### src/rtl/cnn_frame_ctrl_pkg.sv
// Shared constants for the CNN frame sequencer: state encodings, error codes,
// and per-stage beat counts derived from the 28x28 / 5x5 / 2x2 network shape.
package cnn_ctrl_pkg;

    typedef enum logic [2:0] {
        ST_IDLE   = 3'd0,
        ST_LAUNCH = 3'd1,
        ST_RUN    = 3'd2,
        ST_DONE   = 3'd3,
        ST_ERR    = 3'd4
    } state_e;

    localparam logic [1:0] ERR_NONE     = 2'd0;
    localparam logic [1:0] ERR_TIMEOUT  = 2'd1;
    localparam logic [1:0] ERR_MISMATCH = 2'd2;
    localparam logic [1:0] ERR_OVERFLOW = 2'd3;

    localparam int IMG_W  = 28;
    localparam int KER_W  = 5;
    localparam int POOL_K = 2;

    // Valid convolutions shrink by KER_W-1; pooling divides by POOL_K.
    localparam int CONV1_W = IMG_W - KER_W + 1;
    localparam int POOL_W  = CONV1_W / POOL_K;
    localparam int ST2_W   = POOL_W - KER_W + 1;

    localparam int CONV1_BEATS_DEF = CONV1_W * CONV1_W;
    localparam int POOL_BEATS_DEF  = POOL_W * POOL_W;
    localparam int ST2_BEATS_DEF   = ST2_W * ST2_W;

endpackage

### src/rtl/cnn_frame_ctrl_if.sv
// Control/status bundle between the frame sequencer and the pipeline / host side.
interface cnn_frame_ctrl_if #(
    parameter int ALPHA_BW = 8
);
    logic                i_start;
    logic                i_clear;
    logic                i_conv1_valid;
    logic                i_pool_valid;
    logic                i_st2_valid;
    logic                i_cls_valid;
    logic [ALPHA_BW-1:0] i_cls_alpha;
    logic                o_feed_start;
    logic                o_busy;
    logic                o_done;
    logic [ALPHA_BW-1:0] o_result_alpha;
    logic                o_err;
    logic [1:0]          o_err_code;
    logic [2:0]          o_state;

    modport master (
        output i_start, i_clear, i_conv1_valid, i_pool_valid, i_st2_valid,
               i_cls_valid, i_cls_alpha,
        input  o_feed_start, o_busy, o_done, o_result_alpha, o_err, o_err_code, o_state
    );

    modport slave (
        input  i_start, i_clear, i_conv1_valid, i_pool_valid, i_st2_valid,
               i_cls_valid, i_cls_alpha,
        output o_feed_start, o_busy, o_done, o_result_alpha, o_err, o_err_code, o_state
    );
endinterface

### src/rtl/cnn_frame_ctrl_beat_counter.sv
// Saturating per-stage valid-beat counter; flags a beat arriving once the
// expected count has already been reached.
module ctrl_beat_counter #(
    parameter int N = 576,
    parameter int W = $clog2(N + 1)
) (
    input  logic         clk,
    input  logic         reset_n,
    input  logic         clear,
    input  logic         enable,
    input  logic         valid,
    output logic [W-1:0] count,
    output logic         at_max,
    output logic         overflow
);

    logic [W-1:0] count_q, count_d;

    assign at_max   = (count_q == W'(N));
    assign overflow = valid && at_max;
    assign count    = count_q;

    always_comb begin
        count_d = count_q;
        if (clear)
            count_d = '0;
        else if (enable && valid && !at_max)
            count_d = count_q + W'(1);
    end

    always_ff @(posedge clk or negedge reset_n) begin
        if (!reset_n) count_q <= '0;
        else          count_q <= count_d;
    end

endmodule

### src/rtl/cnn_frame_ctrl.sv
// Frame sequencer: launches one frame at a time, audits per-stage beat counts,
// latches the classifier result and reports done / busy / sticky error.
module cnn_frame_ctrl
    import cnn_ctrl_pkg::*;
#(
    parameter int CONV1_BEATS = CONV1_BEATS_DEF,
    parameter int POOL_BEATS  = POOL_BEATS_DEF,
    parameter int ST2_BEATS   = ST2_BEATS_DEF,
    parameter int TIMEOUT_CYC = 20000,
    parameter int ALPHA_BW    = 8
) (
    input  logic         clk,
    input  logic         reset_n,
    cnn_frame_ctrl_if.slave bus
);

    localparam int C1W = $clog2(CONV1_BEATS + 1);
    localparam int PLW = $clog2(POOL_BEATS + 1);
    localparam int S2W = $clog2(ST2_BEATS + 1);
    localparam int TW  = $clog2(TIMEOUT_CYC);

    state_e              state_q, state_d;
    logic [TW-1:0]       tmo_q, tmo_d;
    logic [1:0]          err_code_q, err_code_d;
    logic [ALPHA_BW-1:0] alpha_q, alpha_d;
    logic                feed_start_q, busy_q, done_q, err_q;
    logic                cnt_clear, run;

    logic [C1W-1:0] c1_cnt;
    logic [PLW-1:0] pl_cnt;
    logic [S2W-1:0] s2_cnt;
    logic c1_max, pl_max, s2_max, c1_ovf, pl_ovf, s2_ovf;
    logic any_ovf, counts_ok;

    assign run = (state_q == ST_RUN);

    ctrl_beat_counter #(.N(CONV1_BEATS), .W(C1W)) u_cnt_conv1 (
        .clk(clk), .reset_n(reset_n), .clear(cnt_clear), .enable(run),
        .valid(bus.i_conv1_valid), .count(c1_cnt), .at_max(c1_max), .overflow(c1_ovf));
    ctrl_beat_counter #(.N(POOL_BEATS), .W(PLW)) u_cnt_pool (
        .clk(clk), .reset_n(reset_n), .clear(cnt_clear), .enable(run),
        .valid(bus.i_pool_valid), .count(pl_cnt), .at_max(pl_max), .overflow(pl_ovf));
    ctrl_beat_counter #(.N(ST2_BEATS), .W(S2W)) u_cnt_st2 (
        .clk(clk), .reset_n(reset_n), .clear(cnt_clear), .enable(run),
        .valid(bus.i_st2_valid), .count(s2_cnt), .at_max(s2_max), .overflow(s2_ovf));

    // The classifier check must see beats landing on the same edge as i_cls_valid.
    assign counts_ok = (c1_max || (bus.i_conv1_valid && c1_cnt == C1W'(CONV1_BEATS - 1))) &&
                       (pl_max || (bus.i_pool_valid  && pl_cnt == PLW'(POOL_BEATS - 1)))  &&
                       (s2_max || (bus.i_st2_valid   && s2_cnt == S2W'(ST2_BEATS - 1)));
    assign any_ovf   = c1_ovf || pl_ovf || s2_ovf;

    always_comb begin
        state_d    = state_q;
        tmo_d      = tmo_q;
        err_code_d = err_code_q;
        alpha_d    = alpha_q;
        cnt_clear  = 1'b0;
        unique case (state_q)
            ST_IDLE: if (bus.i_start) begin
                state_d   = ST_LAUNCH;
                tmo_d     = '0;
                cnt_clear = 1'b1;
            end
            ST_LAUNCH: begin
                state_d = ST_RUN;
                tmo_d   = tmo_q + TW'(1);
            end
            ST_RUN: begin
                if (any_ovf) begin
                    state_d    = ST_ERR;
                    err_code_d = ERR_OVERFLOW;
                end else if (bus.i_cls_valid) begin
                    if (counts_ok) begin
                        state_d = ST_DONE;
                        alpha_d = bus.i_cls_alpha;
                    end else begin
                        state_d    = ST_ERR;
                        err_code_d = ERR_MISMATCH;
                    end
                end else if (tmo_q == TW'(TIMEOUT_CYC - 1)) begin
                    state_d    = ST_ERR;
                    err_code_d = ERR_TIMEOUT;
                end else begin
                    tmo_d = tmo_q + TW'(1);
                end
            end
            ST_DONE: state_d = ST_IDLE;
            ST_ERR: if (bus.i_clear) begin
                state_d    = ST_IDLE;
                err_code_d = ERR_NONE;
            end
            default: state_d = ST_IDLE;
        endcase
    end

    // Status flags are decoded from the next state so they line up with o_state.
    always_ff @(posedge clk or negedge reset_n) begin
        if (!reset_n) begin
            state_q      <= ST_IDLE;
            tmo_q        <= '0;
            err_code_q   <= ERR_NONE;
            alpha_q      <= '0;
            feed_start_q <= 1'b0;
            busy_q       <= 1'b0;
            done_q       <= 1'b0;
            err_q        <= 1'b0;
        end else begin
            state_q      <= state_d;
            tmo_q        <= tmo_d;
            err_code_q   <= err_code_d;
            alpha_q      <= alpha_d;
            feed_start_q <= (state_d == ST_LAUNCH);
            busy_q       <= (state_d == ST_LAUNCH) || (state_d == ST_RUN);
            done_q       <= (state_d == ST_DONE);
            err_q        <= (state_d == ST_ERR);
        end
    end

    assign bus.o_feed_start   = feed_start_q;
    assign bus.o_busy         = busy_q;
    assign bus.o_done         = done_q;
    assign bus.o_result_alpha = alpha_q;
    assign bus.o_err          = err_q;
    assign bus.o_err_code     = err_code_q;
    assign bus.o_state        = state_q;

endmodule

### src/flat_wrapper.sv
// flat-port wrapper written by rule: the top's interface ports become plain ports
module cnn_frame_ctrl_flat import cnn_ctrl_pkg::*;
#(
    parameter int CONV1_BEATS = CONV1_BEATS_DEF,
    parameter int POOL_BEATS  = POOL_BEATS_DEF,
    parameter int ST2_BEATS   = ST2_BEATS_DEF,
    parameter int TIMEOUT_CYC = 20000,
    parameter int ALPHA_BW    = 8
)
  (clk, reset_n, bus_i_start, bus_i_clear, bus_i_conv1_valid, bus_i_pool_valid, bus_i_st2_valid, bus_i_cls_valid, bus_i_cls_alpha, bus_o_feed_start, bus_o_busy, bus_o_done, bus_o_result_alpha, bus_o_err, bus_o_err_code, bus_o_state);
  cnn_frame_ctrl_if #(.ALPHA_BW(ALPHA_BW)) bus_i ();
  input  logic clk;
  input  logic reset_n;
  input wire logic [$bits(bus_i.i_start)-1:0] bus_i_start;
  input wire logic [$bits(bus_i.i_clear)-1:0] bus_i_clear;
  input wire logic [$bits(bus_i.i_conv1_valid)-1:0] bus_i_conv1_valid;
  input wire logic [$bits(bus_i.i_pool_valid)-1:0] bus_i_pool_valid;
  input wire logic [$bits(bus_i.i_st2_valid)-1:0] bus_i_st2_valid;
  input wire logic [$bits(bus_i.i_cls_valid)-1:0] bus_i_cls_valid;
  input wire logic [$bits(bus_i.i_cls_alpha)-1:0] bus_i_cls_alpha;
  output wire logic [$bits(bus_i.o_feed_start)-1:0] bus_o_feed_start;
  output wire logic [$bits(bus_i.o_busy)-1:0] bus_o_busy;
  output wire logic [$bits(bus_i.o_done)-1:0] bus_o_done;
  output wire logic [$bits(bus_i.o_result_alpha)-1:0] bus_o_result_alpha;
  output wire logic [$bits(bus_i.o_err)-1:0] bus_o_err;
  output wire logic [$bits(bus_i.o_err_code)-1:0] bus_o_err_code;
  output wire logic [$bits(bus_i.o_state)-1:0] bus_o_state;
  assign bus_i.i_start = bus_i_start;
  assign bus_i.i_clear = bus_i_clear;
  assign bus_i.i_conv1_valid = bus_i_conv1_valid;
  assign bus_i.i_pool_valid = bus_i_pool_valid;
  assign bus_i.i_st2_valid = bus_i_st2_valid;
  assign bus_i.i_cls_valid = bus_i_cls_valid;
  assign bus_i.i_cls_alpha = bus_i_cls_alpha;
  assign bus_o_feed_start = bus_i.o_feed_start;
  assign bus_o_busy = bus_i.o_busy;
  assign bus_o_done = bus_i.o_done;
  assign bus_o_result_alpha = bus_i.o_result_alpha;
  assign bus_o_err = bus_i.o_err;
  assign bus_o_err_code = bus_i.o_err_code;
  assign bus_o_state = bus_i.o_state;
  cnn_frame_ctrl #(.CONV1_BEATS(CONV1_BEATS), .POOL_BEATS(POOL_BEATS), .ST2_BEATS(ST2_BEATS), .TIMEOUT_CYC(TIMEOUT_CYC), .ALPHA_BW(ALPHA_BW)) u_core (.clk(clk), .reset_n(reset_n), .bus(bus_i));
endmodule
### config.mk
export PLATFORM = sky130hd
export DESIGN_NAME = cnn_frame_ctrl_flat
export DESIGN_NICKNAME = d
export VERILOG_FILES = /design/src/rtl/cnn_frame_ctrl_pkg.sv /design/src/rtl/cnn_frame_ctrl_if.sv /design/src/rtl/cnn_frame_ctrl_beat_counter.sv /design/src/rtl/cnn_frame_ctrl.sv /design/src/flat_wrapper.sv
export SDC_FILE = /design/constraint.sdc
export NUM_CORES = 1
export LEC_CHECK = 0
export CAP_MARGIN = 0
export CORE_MARGIN = 5
export CORE_UTILIZATION = 30
export DETAILED_ROUTE_END_ITERATION = 10
export SLEW_MARGIN = 20
export SYNTH_ARGS = -nofsm -noshare
export SYNTH_HDL_FRONTEND = slang
export SYNTH_HIERARCHICAL = 1
export SYNTH_SLANG_ARGS = --single-unit
### constraint.sdc
create_clock -name clk -period 2.7 [get_ports clk]
set_clock_uncertainty 0.15 [all_clocks]
set_input_delay 0.27 -clock clk [delete_from_list [all_inputs] [get_ports clk]]
set_output_delay 0.27 -clock clk [all_outputs]
set_load 0.03 [all_outputs]
* Word-level counts from Yosys, hierarchy flattened *
Index checks and enable logic that the tools add are counted.

word-level totals
  register bits after elaboration = 57
  output and inout port bits = 17
  bits of input ports = 16
  word-level logic and storage cells = 95

cells by class
  bitwise gates (word level) = 1
  reduce and logical (&&, ||, !) cells = 32
  mux-type cells = 26
  equal/unequal tests = 21
  add/subtract/negate cells = 4

operators by type and width
  cell                                            count
  2-to-1 mux 15 bit                               4
  one-hot mux 15 bit (3 select lines)             1
  == test 10 bit (second input constant)          2
  2-to-1 mux 10 bit                               2
  2-to-1 mux 3 bit                                6
  == test 8 bit (second input constant)           2
  2-to-1 mux 8 bit                                2
  adder 15 x 1 -> 15 bit (second input constant)  1
  == test 15 bit (second input constant)          1
  logical AND 1 bit                               14
  2-to-1 mux 7 bit                                2
  one-hot mux 3 bit (4 select lines)              1
  adder 10 x 1 -> 10 bit (second input constant)  1
  2-to-1 mux 2 bit                                5
  inequality test 2 bit (second input constant)   5
  == test 3 x 2 -> 1 bit (second input constant)  3
  adder 8 x 1 -> 8 bit (second input constant)    1
  AND reduction 4 bit                             2
  nonzero test 2 bit                              4
  adder 7 x 1 -> 7 bit (second input constant)    1
  == test 7 x 6 -> 1 bit (second input constant)  1
  == test 7 bit (second input constant)           1
  == test 3 x 1 -> 1 bit (second input constant)  2
  == test 3 bit (second input constant)           2
  other kinds (10)                                18

* Depth between registers and ports, before layout *
  depth after elaboration = 11
  depth in mapped cells = 12
  depth with buffers taken out = 10

* Cells and area by module *
Netlist, hierarchy kept.

by module, submodules not included
  module                                   sequential area each (um^2)  area each (um^2)  times used  cells each
  cnn_frame_ctrl                           800.8                        1624.1            1           154
  ctrl_beat_counter at u_core.u_cnt_conv1  250.2                        585.6             1           64
  ctrl_beat_counter at u_core.u_cnt_pool   200.2                        474.2             1           50
  ctrl_beat_counter at u_core.u_cnt_st2    175.2                        410.4             1           45

* Worst setup path after synthesis *
OpenSTA, ideal clock, no wires.

  path kind = reg2reg
  start = register u_core.u_cnt_conv1.count_q[0], in the netlist u_core/u_cnt_conv1/count[0]
  end = register u_core.tmo_q[13]
  stages on the path, launching flop included = 12
  setup time = 0.078 ns
  buffers on the path = 1
  clock period less this slack = 2.675 ns
  required time = 2.472 ns
  slack = 0.025 ns
  arrival = 2.447 ns
  cell sequence = dfrtp_1 -> inv_1 -> ha_1 -> and4b_1 -> and3_1 -> and2_1 -> nor3_2 -> nand2_2 -> o21a_1 -> buf_6 -> or4_1 -> a21oi_1

between the ends
  cells in the longest elaborated chain, start to end = 6

RTL lines
  element                          line                               RTL
  start, declared                  cnn_frame_ctrl_beat_counter.sv:17  logic [W-1:0] count_q, count_d;
  start signal, assigned           cnn_frame_ctrl_beat_counter.sv:33  else count_q <= count_d;
  == test 10 bit                   cnn_frame_ctrl_beat_counter.sv:19  assign at_max = (count_q == W'(N));
  net u_core.c1_max                cnn_frame_ctrl.sv:32               logic c1_max, pl_max, s2_max, c1_ovf, pl_ovf, s2_ovf;
  logical AND 1 bit                cnn_frame_ctrl_beat_counter.sv:20  assign overflow = valid && at_max;
  net u_core.c1_ovf                cnn_frame_ctrl.sv:32
  logical OR 1 bit (2 in series)   cnn_frame_ctrl.sv:51               assign any_ovf = c1_ovf || pl_ovf || s2_ovf;
  inequality test 2 bit (no line)  n/a
  AND reduction 5 bit (no line)    n/a
  end signal, assigned             cnn_frame_ctrl.sv:110              tmo_q <= tmo_d;
  end, declared                    cnn_frame_ctrl.sv:23               logic [TW-1:0] tmo_q, tmo_d;

The timed path passes the listed nets, and every way through them passes these cells.
A chain may end at the register's enable or synchronous reset.

* Final worst setup path *
  start = register u_core.u_cnt_st2.count_q[5], in the netlist u_core/u_cnt_st2/count[5]
  end = register u_core.alpha_q[7], in the netlist u_core/bus.o_result_alpha[7]

between the ends
  cells in the longest elaborated chain, start to end = 5
  elaborated cells between the ends (all ways) = 9
  those cells by class = 2 x eq/ne; 1 x bitwise; 6 x reduce/logical

RTL lines
  element                        line                               RTL
  start, declared                cnn_frame_ctrl_beat_counter.sv:17
  start signal, assigned         cnn_frame_ctrl_beat_counter.sv:33
  == test 7 bit                  cnn_frame_ctrl_beat_counter.sv:19
  net u_core.s2_max              cnn_frame_ctrl.sv:32
  logical AND 1 bit              cnn_frame_ctrl_beat_counter.sv:20
  net u_core.s2_ovf              cnn_frame_ctrl.sv:32
  logical OR 1 bit               cnn_frame_ctrl.sv:51
  NOT 1 bit (no line)            n/a
  AND reduction 4 bit (no line)  n/a
  end signal, assigned           cnn_frame_ctrl.sv:112              alpha_q <= alpha_d;
  end, declared                  cnn_frame_ctrl.sv:25               logic [ALPHA_BW-1:0] alpha_q, alpha_d;

The timed path passes the listed nets, and every way through them passes these cells.

==> summary.md <==
| Metric | Value |
|---|---|
| Root buffer cell | clkbuf_8 |
| Worst reg2reg path startpoint | u_core/u_cnt_st2/count[5] |
| Crit path required time | 2760 ps |
| Synth async-reset ratio | 100% |
| Clk Latency, worst-skew pair | 340 ps |
| Filler Cell Count | roughly 1000 |
| FF-to-FF End | u_core/bus.o_result_alpha[7] |
| Setup violations, final | 0 |
| Row count | 37 |
| Initial Util | 30.4% |
| Setup crit end kind | register |
| Post-Syn Area | 0.00309 mm² |
| Layout net count | 391 |
| Post-route ant nets | 0 |
| Die Wd | 112 µm |
| Buffers on Ports | 32 |
| Antenna diode count | 0 |
| DPL Wire Length | about 4900 µm |
| Setup_tns | 0 ps |
| Max cap viols | 0 |
| Tot GR Track Use | 11.8% |
| Vias per cell | 5.21 |
| Initial antenna violation count | 0 |
| # IOs | 33 |
| Synthesized flop and latch total | 57 |
| Gr ovfl total | 0 |
| Fin area | 0.00390 mm² |
| Final worst setup slack | 93.0 ps |
| Mapped Cells | 313 |
| Max IR drop VDD | 0.250 mV |
| Vias in the first global route | 2595 |
| Data arrival, critical path | about 2700 ps |
| Slew Viols, Final | 0 |
| Reg2reg setup slack | 90 ps |
| Ys flop type | dfrtp_1 |
| Crit path from | u_core/u_cnt_st2/count[5] |
| CTS max path bufs | 2 |
| Leak | 1.58 nW |
| Num CTS Buffers | 9 |
| Area after DPL | between 0.003 and 0.004 mm² |
| Layout cells sized above 1 | 16.6% |
| Placer congestion estimate | between 0.8 and 0.9 |
| CTS sink cnt | 57 |
| Final Hold Fails | 0 |
| Max Fanout on Critical Path | 10 |
| 1st-pass router iterations | 4 |
| HP Class | in2async |
| Synth unique cells | just under 50 |
| Footprint of the multi-input gates | 0.00157 mm² |
| H-tree depth | 3 |
| Pre-CTS WS | -6.73 ps |
| First-pass GRT wire length | 12200 µm |
| Clock-pin slew on the worst setup and hold paths | 70 ps |
| CP Class | reg2reg |
| Syn-to-layout area delta | 26.0% |
| Number of flops mapped to enable cells by yosys | 0 |
| CP Launch Type | register |
| Core area | 0.0102 mm² |
| Die ar. | 0.0124 mm² |
| WL final | 7100 µm |
| Slew @ Worst Pin | 433 ps |
| Status | finished clean |
| Final min period | 2610 ps |
| Die Y | 112 µm |
| End of the critical path | u_core/bus.o_result_alpha[7] |
| # DRC | 0 |
| Fin crit share | 96.6% |
| DRT iter0 DRCs | 193 |
| Register area share after synthesis | 46.1% |
| Per-cell routed wire length | around 14 µm |
| PD cells | 695 mW/mm² |
| Vias | 2650 |
| Register area | approximately 0.0014 mm² |
| Relative slew slack | 70.8% |
| Number of warnings issued by yosys | 6 |
| Syn avg cell area | 9.89 µm² |
| R2R depth | 9 |
| Hold Slack | 306 ps |
| Post-synth net total | 336 |
| Largest net degree at the start of global routing | 36 |
| CTS tree | built |
| Max Freq | 384 MHz |
==> sequential cells by signal (all words and copies together) (netlist names) <==
name / count
u_core/bus.o_feed_start: 1
u_core/u_cnt_conv1/count: 10
u_core/bus.o_busy: 1
u_core/bus.o_err: 1
u_core/tmo_q: 15
u_core/bus.o_state: 3
u_core/bus.o_done: 1
u_core/u_cnt_pool/count: 8
u_core/bus.o_result_alpha: 8
u_core/bus.o_err_code: 2
u_core/u_cnt_st2/count: 7
==> per-stage QoR <==
step | utilization, % | total power, mW | instances
floorplan | - | 1.66 | 313
global placement | 36.1 | 1.96 | 489
detailed placement | 36.1 | 1.99 | 489
CTS | 37.9 | 2.73 | 506
global route | 38.3 | 2.90 | 509
finish | 38.3 | 2.71 | 509
==> layout make-up <==
class | instances | share of cell area [%]
clock inverter | 3 | 0.385
clock buffer | 13 | 4.07
inverter | 15 | 1.44
timing repair buffer | 53 | 12.8
multi-input combinational | 232 | 40.3
sequential | 57 | 36.6
tap | 136 | 4.36
==> worst min path at each step <==
| stage | start | to | slack [ps] | depth (start not counted) |
|---|---|---|---|---|
| after floorplan | reset_n | u_core/bus.o_busy | -180 | 0 |
| after global placement | reset_n | u_core/u_cnt_st2/count[3] | 140 | 2 |
| after detailed placement | reset_n | u_core/u_cnt_st2/count[3] | 140 | 2 |
| after CTS | reset_n | u_core/u_cnt_st2/count[3] | 320 | 3 |
| after global routing | reset_n | u_core/u_cnt_st2/count[3] | 340 | 3 |
| final | reset_n | u_core/u_cnt_st2/count[3] | 310 | 3 |
==> cell families after synthesis <==
logic type	after synthesis	synth area share (%)
simple gates	126	24.7
compound gates	82	16.3
flops	57	46.1
buf+inv	24	3.92
mux	17	6.19
fa+ha+maj	7	2.83
==> synth_stat cells, drive strengths merged, types with 3 or more instances <==
master	n	area [µm²]
a21oi	31	155
a31oi	3	18.8
and2	4	25.0
and3	5	31.3
and4	3	26.3
and4b	3	30.0
buf	5	48.8
clkbuf	4	16.3
dfrtp	57	1430
ha	7	87.6
inv	15	56.3
mux2	14	161
mux2i	3	30.0
nand2	18	70.1
nand2b	5	31.3
nand3	12	60.1
nand4	8	50.1
nor2	16	60.1
nor2b	4	25.0
nor3	5	30.0
nor4b	4	35.0
o21ai	22	110
o31ai	11	82.6
or3	18	119
or4	14	109
==> cells in the final DEF, fill, tap and decap left out, drive strengths merged, types with 2 or more instances in the layout <==
cell,instances
buf,21
ha,7
dfrtp,57
nand3,12
mux2i,3
a31oi,3
o31ai,11
a21oi,31
nand2b,5
and3,5
o21ai,22
clkdlybuf4s50,31
and4b,3
nand4,8
or2,2
mux2,14
a41oi,2
nor3,5
o2bb2ai,2
nand2,18
nor2b,4
or3,18
and4,3
o311ai,2
clkbuf,13
a22o,2
o2111ai,2
nor4b,4
and2,4
nor2,16
clkinv,3
or4,14
inv,15
==> layer usage <==
| metal | wire length (µm) | vias to the layer above | global-route usage [%] |
|---|---|---|---|
| li1 | - | 1298 | - |
| met1 | 3400 | 1281 | 15.3 |
| met2 | 3250 | 59 | 18.4 |
| met3 | 340 | 12 | 4.29 |
| met4 | 109 | 0 | 3.65 |
| met5 | 0 | - | 0 |
==> worst max-delay path: stages (launching register included) <==
cell     delay [ps]
dfrtp_1         420
or4_4           570
nor2_1          200
and2_1          200
nor3_2           60
buf_4           120
buf_4           140
and3_1          200
buf_12          150
mux2_2          270
==> timing repair <==
action,CTS,global route
buffers inserted,0,3
setup endpoints to repair,3,20
pin swaps,0,1
resized for setup,1,2
endpoints found under the hold margin,57,0
hold buffers,1,0
==> where the power goes <==
group	leakage [nW]	switching, mW	total [mW]	internal (mW)
Clock	0.0932	0.335	0.713	0.379
Sequential	0.780	0.104	1.06	0.955
Combinational	0.704	0.546	0.937	0.391
No activity file was read; power rests on OpenSTA's default activity.
==> RTL edit, RTL diff (same settings) <==
Compare `count_q` against `W'(N)` with >= in place of ==.
--- a/src/rtl/cnn_frame_ctrl_beat_counter.sv
+++ b/src/rtl/cnn_frame_ctrl_beat_counter.sv
@@ -17,5 +17,5 @@
     logic [W-1:0] count_q, count_d;
 
-    assign at_max   = (count_q == W'(N));
+    assign at_max   = (count_q >= W'(N));
     assign overflow = valid && at_max;
     assign count    = count_q;
Formal check against the unedited RTL: no difference found for any inputs over 10 cycles, from zero or initial values and one cycle with reset_n low; that may be too few to reach the edited logic, so the function may still have changed.
==> RTL edit against the original RTL <==
Critical path type unchanged. Total power increased by 6.9%. Cell area down 1.5%. Final cell count decreased by 3.9%. Synthesized area fell by 0.89%. Synthesized cell count is 3.5% lower. Sequential cell count did not move. Die area decreased by 0.81%. Utilization shrank 0.39 points. Highest routed layer unchanged. Setup slack better by 150 ps. Routed wire length decreased by 7.0%. First-iteration DRC count down 13%. Hold slack improved by 45 ps. Critical path depth down 1.
==> RTL edit: results (changes against the original RTL) <==
outcome: "completed"  # unchanged
final_core_util: 0.379  # was 0.383
critPathArrivalTime_ps: 2570  # was 2670 ps
drive_gt1_frac: 0.167  # was 0.166
reg2reg_slack_ps: 240  # was 90 ps
met3_usage: 0.0338  # was 0.0429
seq_share: 0.371  # was 0.366
dp_cells: 472  # was 489
multi_input_comb_area_um2: 1520  # was 1570 um2
max_stage_delay_ps: 510  # was 570 ps
hold_class: "reg -> reg"  # was in -> async
place_area_um2: 3580  # was 3680 um2
seq_area_frac_synth: 0.465  # was 0.461
ys_top_cells_by_count: "dfrtp_1, a21oi_1, nor2_1, o21ai_0"  # was dfrtp_1, a21oi_1, o21ai_0, nand2_1
syn_inst: 302  # was 313
track_usage: 0.111  # was 0.118
fillers: 998  # was 1,004
synth_area_leaders: "dfrtp_1, mux2_2, a21oi_1"  # was dfrtp_1, a21oi_1, mux2_2
comb.multi_input.count: 219  # was 232
grt_use_met1: 0.142  # was 0.153
post-place-ws_ps: 17.0  # was -6.73 ps
syn_nets: 325  # was 336
routedWlPerCell_um: 13.5  # was 13.9 um
stdcell_count: 489  # was 509
peakVddDrop_mv: 0.327  # was 0.250 mV
n_all_buffers: 46  # was 53
nets: 371  # was 391
clkCellAreaFrac: 0.0635  # was 0.0446
met2_usage: 0.177  # was 0.184
gp_congestion: 0.784  # was 0.840
hpwl_mm: 4.52  # was 4.94 mm
[RTL edit: power by group through the flow]
| stage | clock network [W] | registers, W | logic, W |
|---|---|---|---|
| final | 0.000988 | 0.00109 | 0.000824 |
| after global routing | 0.00105 | 0.00110 | 0.000917 |
| after CTS | 0.00101 | 0.00109 | 0.000823 |
| after detailed placement | 0 | 0.00110 | 0.000819 |
| after global placement | 0 | 0.00110 | 0.000804 |
| after floorplan | 0 | 0.00116 | 0.000481 |
[RTL edit: final timing paths]
check,to,cells past startpoint,from
worst max-delay path,u_core/tmo_q[7]$_DFFE_PN0P_,8,u_core/u_cnt_conv1/count[6]$_DFFE_PN0P_
worst min-delay path,u_core/tmo_q[0]$_DFFE_PN0P_,1,u_core/tmo_q[0]$_DFFE_PN0P_
worst max register to register,u_core/tmo_q[7]$_DFFE_PN0P_,8,u_core/u_cnt_conv1/count[6]$_DFFE_PN0P_
worst min register to register,u_core/tmo_q[0]$_DFFE_PN0P_,1,u_core/tmo_q[0]$_DFFE_PN0P_
max in group asynchronous,u_core/bus.o_result_alpha[4]$_DFFE_PN0P_,3,reset_n
min in group asynchronous,u_core/bus.o_busy$_DFF_PN0_,3,reset_n
[RTL edit: cell families (layout without fill, tap and decap cells)]
family                   after synthesis  count (layout)  share of synthesized area
AND/OR/NAND/NOR                      119             119                      0.237
AO/OA/AOI/OAI                         73              73                      0.151
flip-flops                            57              57                      0.465
buffers and inverters                 26              77                     0.0477
multiplexers                          18              18                     0.0645
adder cells (fa/ha/maj)                7               7                     0.0286
XOR/XNOR                               2               2                    0.00571
[RTL edit: what timing repair did]
item | CTS | global route
resized for setup | 0 | 2
hold buffers | 1 | 0
hold endpoints to repair | 57 | 0
setup endpoints to repair | 0 | 10
